[src/rtl/icache_if.sv]
// Fetch-query and memory-refill signals of the instruction cache, bundled as one bus.
// The cache uses the slave view; the fetcher/memory environment uses the master view.
interface icache_if;
    logic        icache_query_en;
    logic [31:0] icache_query_pc;
    logic        icache_data_en;
    logic [31:0] icache_addr_comfirm;
    logic [31:0] icache_data;
    logic        mem_req_en;
    logic [31:0] mem_req_addr;
    logic        mem_data_en;
    logic [31:0] mem_data;

    modport slave (
        input  icache_query_en, icache_query_pc, mem_data_en, mem_data,
        output icache_data_en, icache_addr_comfirm, icache_data, mem_req_en, mem_req_addr
    );

    modport master (
        output icache_query_en, icache_query_pc, mem_data_en, mem_data,
        input  icache_data_en, icache_addr_comfirm, icache_data, mem_req_en, mem_req_addr
    );
endinterface

[src/rtl/icache.sv]
// Direct-mapped read-only instruction cache: one-cycle hits, word-by-word line refill on miss,
// and flush cancellation so a squashed fetch never receives a response.
module icache #(
    parameter int INDEX_WIDTH  = 4,
    parameter int OFFSET_WIDTH = 2
) (
    input  logic clk_in,
    input  logic rst_in,
    input  logic rdy_in,
    input  logic flush_signal,
    icache_if.slave bus
);
    localparam int TAG_WIDTH = 32 - INDEX_WIDTH - OFFSET_WIDTH - 2;
    localparam int LINES     = 1 << INDEX_WIDTH;
    localparam int WORDS     = 1 << OFFSET_WIDTH;
    localparam logic [OFFSET_WIDTH-1:0] CNT_ONE = OFFSET_WIDTH'(1);

    typedef enum logic [1:0] {IDLE, REFILL, RESPOND} state_t;

    logic [TAG_WIDTH-1:0] tag_mem  [LINES];
    logic [31:0]          data_mem [LINES*WORDS];
    logic [LINES-1:0]     valid_q;

    state_t                  state_q, state_d;
    logic [31:0]             pc_q, pc_d;
    logic [OFFSET_WIDTH-1:0] cnt_q, cnt_d;
    logic                    cancel_q, cancel_d;
    logic                    cooldown_q, cooldown_d;
    logic                    req_en_q, req_en_d;
    logic [31:0]             req_addr_q, req_addr_d;
    logic                    rsp_en_q, rsp_en_d;
    logic [31:0]             rsp_addr_q, rsp_addr_d;
    logic [31:0]             rsp_data_q, rsp_data_d;
    logic                    fill_we;

    logic [INDEX_WIDTH-1:0]  q_index, l_index;
    logic [OFFSET_WIDTH-1:0] q_offset, l_offset;
    logic [TAG_WIDTH-1:0]    q_tag, l_tag;
    logic                    hit, accept, take_word, last_word;

    assign q_index   = bus.icache_query_pc[OFFSET_WIDTH+INDEX_WIDTH+1:OFFSET_WIDTH+2];
    assign q_offset  = bus.icache_query_pc[OFFSET_WIDTH+1:2];
    assign q_tag     = bus.icache_query_pc[31:32-TAG_WIDTH];
    assign l_index   = pc_q[OFFSET_WIDTH+INDEX_WIDTH+1:OFFSET_WIDTH+2];
    assign l_offset  = pc_q[OFFSET_WIDTH+1:2];
    assign l_tag     = pc_q[31:32-TAG_WIDTH];

    assign hit       = valid_q[q_index] && (tag_mem[q_index] == q_tag);
    // The fetcher drops query_en one cycle late, so the cycle after a response is deaf.
    assign accept    = bus.icache_query_en && !cooldown_q && !flush_signal;
    assign take_word = req_en_q && bus.mem_data_en;
    assign last_word = &cnt_q;

    always_ff @(posedge clk_in or negedge rst_in) begin
        if (!rst_in) begin
            state_q    <= IDLE;
            pc_q       <= '0;
            cnt_q      <= '0;
            cancel_q   <= 1'b0;
            cooldown_q <= 1'b0;
            req_en_q   <= 1'b0;
            req_addr_q <= '0;
            rsp_en_q   <= 1'b0;
            rsp_addr_q <= '0;
            rsp_data_q <= '0;
        end else begin
            state_q    <= state_d;
            pc_q       <= pc_d;
            cnt_q      <= cnt_d;
            cancel_q   <= cancel_d;
            cooldown_q <= cooldown_d;
            req_en_q   <= req_en_d;
            req_addr_q <= req_addr_d;
            rsp_en_q   <= rsp_en_d;
            rsp_addr_q <= rsp_addr_d;
            rsp_data_q <= rsp_data_d;
        end
    end

    always_comb begin
        state_d = state_q;
        if (rdy_in) begin
            case (state_q)
                IDLE:    if (accept && !hit) state_d = REFILL;
                REFILL:  if (take_word && last_word) state_d = (cancel_q || flush_signal) ? IDLE : RESPOND;
                RESPOND: state_d = IDLE;
                default: state_d = IDLE;
            endcase
        end
    end

    always_comb begin
        pc_d       = pc_q;
        cnt_d      = cnt_q;
        cancel_d   = cancel_q;
        cooldown_d = cooldown_q;
        req_en_d   = req_en_q;
        req_addr_d = req_addr_q;
        rsp_en_d   = rsp_en_q;
        rsp_addr_d = rsp_addr_q;
        rsp_data_d = rsp_data_q;
        fill_we    = 1'b0;
        if (rdy_in) begin
            rsp_en_d   = 1'b0;
            cooldown_d = 1'b0;
            case (state_q)
                IDLE: begin
                    if (accept) begin
                        pc_d = bus.icache_query_pc;
                        if (hit) begin
                            rsp_en_d   = 1'b1;
                            rsp_addr_d = bus.icache_query_pc;
                            rsp_data_d = data_mem[{q_index, q_offset}];
                            cooldown_d = 1'b1;
                        end else begin
                            cnt_d      = '0;
                            cancel_d   = 1'b0;
                            req_en_d   = 1'b1;
                            req_addr_d = {bus.icache_query_pc[31:OFFSET_WIDTH+2], {OFFSET_WIDTH{1'b0}}, 2'b00};
                        end
                    end
                end
                REFILL: begin
                    cancel_d = cancel_q || flush_signal;
                    if (take_word) begin
                        fill_we  = 1'b1;
                        req_en_d = 1'b0;
                        cnt_d    = cnt_q + CNT_ONE;
                        if (last_word) cancel_d = 1'b0;
                    end else if (!req_en_q) begin
                        // One idle cycle between words, then ask for the next word of the line.
                        req_en_d   = 1'b1;
                        req_addr_d = {pc_q[31:OFFSET_WIDTH+2], cnt_q, 2'b00};
                    end
                end
                RESPOND: begin
                    cancel_d = 1'b0;
                    if (!flush_signal) begin
                        rsp_en_d   = 1'b1;
                        rsp_addr_d = pc_q;
                        rsp_data_d = data_mem[{l_index, l_offset}];
                        cooldown_d = 1'b1;
                    end
                end
                default: ;
            endcase
        end
    end

    always_ff @(posedge clk_in or negedge rst_in) begin
        if (!rst_in) begin
            valid_q <= '0;
        end else if (fill_we && last_word) begin
            valid_q[l_index] <= 1'b1;
        end
    end

    always_ff @(posedge clk_in) begin
        if (fill_we) begin
            data_mem[{l_index, cnt_q}] <= bus.mem_data;
            if (last_word) tag_mem[l_index] <= l_tag;
        end
    end

    assign bus.icache_data_en      = rsp_en_q;
    assign bus.icache_addr_comfirm = rsp_addr_q;
    assign bus.icache_data         = rsp_data_q;
    assign bus.mem_req_en          = req_en_q;
    assign bus.mem_req_addr        = req_addr_q;
endmodule

[src/flat_wrapper.sv]
// flat-port wrapper written by rule: the top's interface ports become plain ports
module icache_flat 
#(
    parameter int INDEX_WIDTH  = 4,
    parameter int OFFSET_WIDTH = 2
)
  (clk_in, rst_in, rdy_in, flush_signal, bus_icache_query_en, bus_icache_query_pc, bus_mem_data_en, bus_mem_data, bus_icache_data_en, bus_icache_addr_comfirm, bus_icache_data, bus_mem_req_en, bus_mem_req_addr);
  icache_if bus_i ();
  input  logic clk_in;
  input  logic rst_in;
  input  logic rdy_in;
  input  logic flush_signal;
  input wire logic [$bits(bus_i.icache_query_en)-1:0] bus_icache_query_en;
  input wire logic [$bits(bus_i.icache_query_pc)-1:0] bus_icache_query_pc;
  input wire logic [$bits(bus_i.mem_data_en)-1:0] bus_mem_data_en;
  input wire logic [$bits(bus_i.mem_data)-1:0] bus_mem_data;
  output wire logic [$bits(bus_i.icache_data_en)-1:0] bus_icache_data_en;
  output wire logic [$bits(bus_i.icache_addr_comfirm)-1:0] bus_icache_addr_comfirm;
  output wire logic [$bits(bus_i.icache_data)-1:0] bus_icache_data;
  output wire logic [$bits(bus_i.mem_req_en)-1:0] bus_mem_req_en;
  output wire logic [$bits(bus_i.mem_req_addr)-1:0] bus_mem_req_addr;
  assign bus_i.icache_query_en = bus_icache_query_en;
  assign bus_i.icache_query_pc = bus_icache_query_pc;
  assign bus_i.mem_data_en = bus_mem_data_en;
  assign bus_i.mem_data = bus_mem_data;
  assign bus_icache_data_en = bus_i.icache_data_en;
  assign bus_icache_addr_comfirm = bus_i.icache_addr_comfirm;
  assign bus_icache_data = bus_i.icache_data;
  assign bus_mem_req_en = bus_i.mem_req_en;
  assign bus_mem_req_addr = bus_i.mem_req_addr;
  icache #(.INDEX_WIDTH(INDEX_WIDTH), .OFFSET_WIDTH(OFFSET_WIDTH)) u_core (.clk_in(clk_in), .rst_in(rst_in), .rdy_in(rdy_in), .flush_signal(flush_signal), .bus(bus_i));
endmodule
[config.mk]
export PLATFORM = sky130hd
export DESIGN_NAME = icache_flat
export DESIGN_NICKNAME = d
export VERILOG_FILES = /design/src/rtl/icache_if.sv /design/src/rtl/icache.sv /design/src/flat_wrapper.sv
export SDC_FILE = /design/constraint.sdc
export NUM_CORES = 2
export LEC_CHECK = 0
export ABC_AREA = 1
export BUFFER_PORTS_ARGS = -buffer_cell sky130_fd_sc_hd__buf_2
export CAP_MARGIN = 30
export CELL_PAD_IN_SITES_DETAIL_PLACEMENT = 2
export CELL_PAD_IN_SITES_GLOBAL_PLACEMENT = 2
export CORE_MARGIN = 3
export CORE_UTILIZATION = 25
export CTS_BUF_LIST = sky130_fd_sc_hd__clkbuf_16
export CTS_CLUSTER_SIZE = 25
export DETAILED_ROUTE_END_ITERATION = 6
export PLACE_DENSITY = 0.58
export SLEW_MARGIN = 20
export SYNTH_ARGS = -nofsm -noshare
export SYNTH_HDL_FRONTEND = slang
export SYNTH_SLANG_ARGS = --single-unit
export TNS_END_PERCENT = 50
[constraint.sdc]
create_clock -name clk_in -period 5.63 [get_ports clk_in]
set_input_delay 0 -clock clk_in [delete_from_list [all_inputs] [get_ports clk_in]]
set_output_delay 0 -clock clk_in [all_outputs]
set_load 0.02 [all_outputs]
==> flow_metrics.tcl <==
set metrics [dict create \
    cts_resized 0 \
    fin_util 0.296 \
    slew_headroom 0.0453 \
    cts_tree "done" \
    start_util 0.252 \
    core-area_mm2 0.481 \
    rows 254 \
    synth_warnings 0 \
    syn_to_final_growth_pct 17.5 \
    synth-seq-cells 2581 \
    vias_per_cell 5.50 \
    drc 1 \
    power_density_mw_per_mm2 436 \
    rsz0062_at_grt "false" \
    finalPower_mw 62.0 \
    synthCells 12300 \
    finalNetCount 12400 \
    cpPeakStageDelay_ns 0.60 \
    yosysUniqueCellTypes 41 \
    worstHoldPathType "input port to flip-flop" \
    cts_inserted_buffers 325 \
    switchingPower_mw 24.3 \
    ant_nets 0 \
    cts_root_buf "clkbuf_16" \
    status "complete, but fails checks" \
    hpwl_um 360000 \
    cts_buffer_depth 4 \
    dr.pass1.iters 7 \
    timing.hold.ws_ns 0.0838 \
    required_ns 6.46 \
    cp-end-kind "flip-flop" \
    path_class "input port to flip-flop" \
    critPathMostFrequentCell "nand3_1" \
    maxCapViolCount 0 \
    grt_pass1_vias 110000 \
    grt_max_degree 203 \
    worst-path-buf-inv 5 \
    clk_pin_slew_worst_paths_ns 0.06 \
    seq_power_share 0.369 \
    slowest_stage "clkinv_8" \
    synth.avg_cell_area_um2 9.85 \
    die_height_um 702 \
    synth_area_leaders "edfxtp_1, o21ai_0, nor2_1, nand2_1, a21oi_1" \
    p_int_mw 37.7 \
    wl_per_cell_um 32.6 \
    gp_congestion 0.830 \
    grt_overflow 0 \
    crit_arrival_ns 5.11 \
    grt_antenna_before_repair 50 \
    synth_top_area_frac 0.603 \
    place_ws_ns 1.01 \
    yosysTopAreaCell "edfxtp_1" \
    min_period_over_period 0.759 \
    combPwrFrac 0.306 \
    cp_cell_sequence "dlygate4sd3_1, buf_8, clkinv_8, nor2_1, o21ai_0, nand3_1, nand3_1, nand3_1, nand2_1, nor2_1, nand3_1, nor2_1, nand3_1, nand3_1, nor2_1, nand2_1, dlygate4sd3_1, nand2_1, dlygate4sd3_1" \
    cp-start-kind "input port" \
    critical_path.top_delay_family "buffers and inverters" \
    sw_frac_of_total 0.391 \
    layout_setup_ws_ns 1.35 \
    track_usage 0.243 \
    clk_latency_ns 0.98 \
    drive_above_1_share 0.0877 \
    fin_cells 19000 \
    yosysSeqAreaShare 0.634 \
    grt_pass1_wl_um 863000 \
    placed_area_mm2 0.131 \
    fin_area_mm2 0.142 \
    synth_area_mm2 0.121 \
    die_area_mm2 0.493 \
    cts_htree_levels 5 \
    via_count 104000 \
    dp.cells 18300 \
    drt_wl_total_um 619000 \
    p_leak_nw 48.7 \
    drtIter0Drc 10100 \
    violations "DRC" \
    clkSinkCount 2581 \
    die_w_um 702 \
    tightestPinTransition_ns 1.43 \
    fill_cells 52500 \
    skew_ns 0.0607 \
    setup_viol 0 \
    io_pins 168 \
    finalCriticalPeriod_ns 4.28 \
    hold_viol 0 \
    critPathMaxFanout 126 \
    fin_setup_tns_ns 0 \
    report.final.slew_viol_count 0 \
    power_frac_clock 0.325 \
    vdd_drop_max_mv 0.295 \
    port_buffers 165 \
    fmax_mhz 234 \
]
## final cells by class
type	instances	area (µm²)	share of cell area
Sequential cell	2581	76800	0.540
Timing Repair Buffer	653	6150	0.0433
Clock buffer	334	8360	0.0588
Clock inverter	251	1640	0.0115
Inverter	593	2290	0.0161
Tap cell	6400	8010	0.0563
Multi-Input combinational cell	8149	38900	0.274
Antenna cell	17	42.5	0.000299
## timing repair
action                     CTS  global route
hold endpoints to repair  2305             0
setup buffers                0             0
hold buffers                86             0
## Yosys cell counts, drive strengths merged
library cell	count
o22ai	213
nor2	1732
nand4	72
nand3b	2
inv	587
a31oi	7
nand2	1331
o32ai	1
o311ai	1
a2111oi	1
o31ai	5
a2bb2oi	2
a21boi	4
clkbuf	755
a41oi	17
ha	1
a221oi	10
o211ai	28
or2	10
nand3	365
a22o	62
o221ai	101
nor3	11
a21oi	862
edfxtp	2432
conb	1
buf	213
clkinv	6
o21bai	1
dfrtp	149
o21ai	3302
a211oi	6
## cell usage in the layout (no fill, tap or decap), types with 7 or more instances in the layout
cell type | Yosys | final
a22o_1 | 62 | 62
o21ai_1 | 72 | 74
edfxtp_1 | 2432 | 2432
a21oi_1 | 862 | 861
dlygate4sd3_1 | 0 | 85
buf_12 | 0 | 101
clkinv_2 | 0 | 35
inv_6 | 0 | 7
nor2_4 | 0 | 86
clkinv_8 | 0 | 14
buf_2 | 94 | 158
a31oi_1 | 7 | 7
clkbuf_16 | 0 | 334
or2_2 | 10 | 10
nor3_1 | 11 | 9
o21ai_0 | 3230 | 3226
nand2_1 | 1328 | 1326
clkinv_1 | 6 | 78
a221oi_1 | 10 | 10
o22ai_1 | 213 | 213
bufinv_16 | 0 | 12
nand4_1 | 72 | 72
nand3_1 | 365 | 364
o211ai_1 | 28 | 28
a41oi_1 | 17 | 17
diode_2 | 0 | 17
nor2_1 | 1731 | 1643
dfrtp_1 | 149 | 147
inv_1 | 582 | 680
o221ai_1 | 101 | 101
buf_4 | 8 | 295
## power by group through the flow
stage / clock [mW] / combinational, mW / sequential (mW)
floorplan: 0 / 9.18 / 23.1
global placement: 0 / 18.1 / 23.2
detailed placement: 0 / 18.7 / 23.3
CTS: 20.6 / 18.8 / 22.9
global route: 21.3 / 20.3 / 23.0
finish: 20.2 / 19.0 / 22.9
## logic make-up (layout without fill, tap and decap cells)
group | after synthesis | count (layout) | share of synthesized area
compound gates | 4623 | 4623 | 0.200
simple gates | 3523 | 3523 | 0.115
flops | 2581 | 2581 | 0.634
buf+inv | 1561 | 1831 | 0.0503
fa+ha+maj | 1 | 1 | 0.000103
other cells | 1 | 19 | 0.0000310
## registers in the layout (all words and copies together), names as in the netlist, 2 cells and up
signal and count:
u_core.cnt_q 2, u_core.tag_mem 384, u_core.bus.mem_req_addr 30, u_core.pc_q 32, u_core.bus.icache_addr_comfirm 32, u_core.state_q 2, u_core.valid_q 16, u_core.data_mem 2048
u_core.bus.icache_data 32
## routing by layer
layer,GRT usage,vias to the layer above,share of wire
met4,0.0849,8,0.038
li1,-,44000,-
met1,0.326,55800,0.44
met5,0,-,0.000073
met2,0.400,3517,0.47
met3,0.0337,995,0.059
## worst min-delay path, cell delays in order
cell and delay [ns]:
dlygate4sd3_1 0.53, buf_2 0.16, inv_1 0.14, o21ai_0 0.19
## path summary, 6_finish.rpt
path / startpoint / end / slack [ns] / cells after the start
worst max-delay path: bus_icache_query_pc[5] / u_core.state_q[1]$_DFFE_PN0P_ / 1.35 / 19
worst min-delay path: bus_icache_query_pc[26] / u_core.pc_q[26]$_DFFE_PN0P_ / 0.08 / 4
worst max register to register: u_core.pc_q[3]$_DFFE_PN0P_ / u_core.bus.icache_data[5]$_DFFE_PN0P_ / 1.42 / 11
worst min register to register: u_core.valid_q[6]$_DFFE_PN0P_ / u_core.valid_q[6]$_DFFE_PN0P_ / 0.47 / 2
max in group asynchronous: rst_in / u_core.pc_q[2]$_DFFE_PN0P_ / 4.26 / 5
min in group asynchronous: rst_in / u_core.bus.mem_req_addr[20]$_DFFE_PN0P_ / 0.14 / 4
Note: power is estimated with default switching activity, not from simulation.
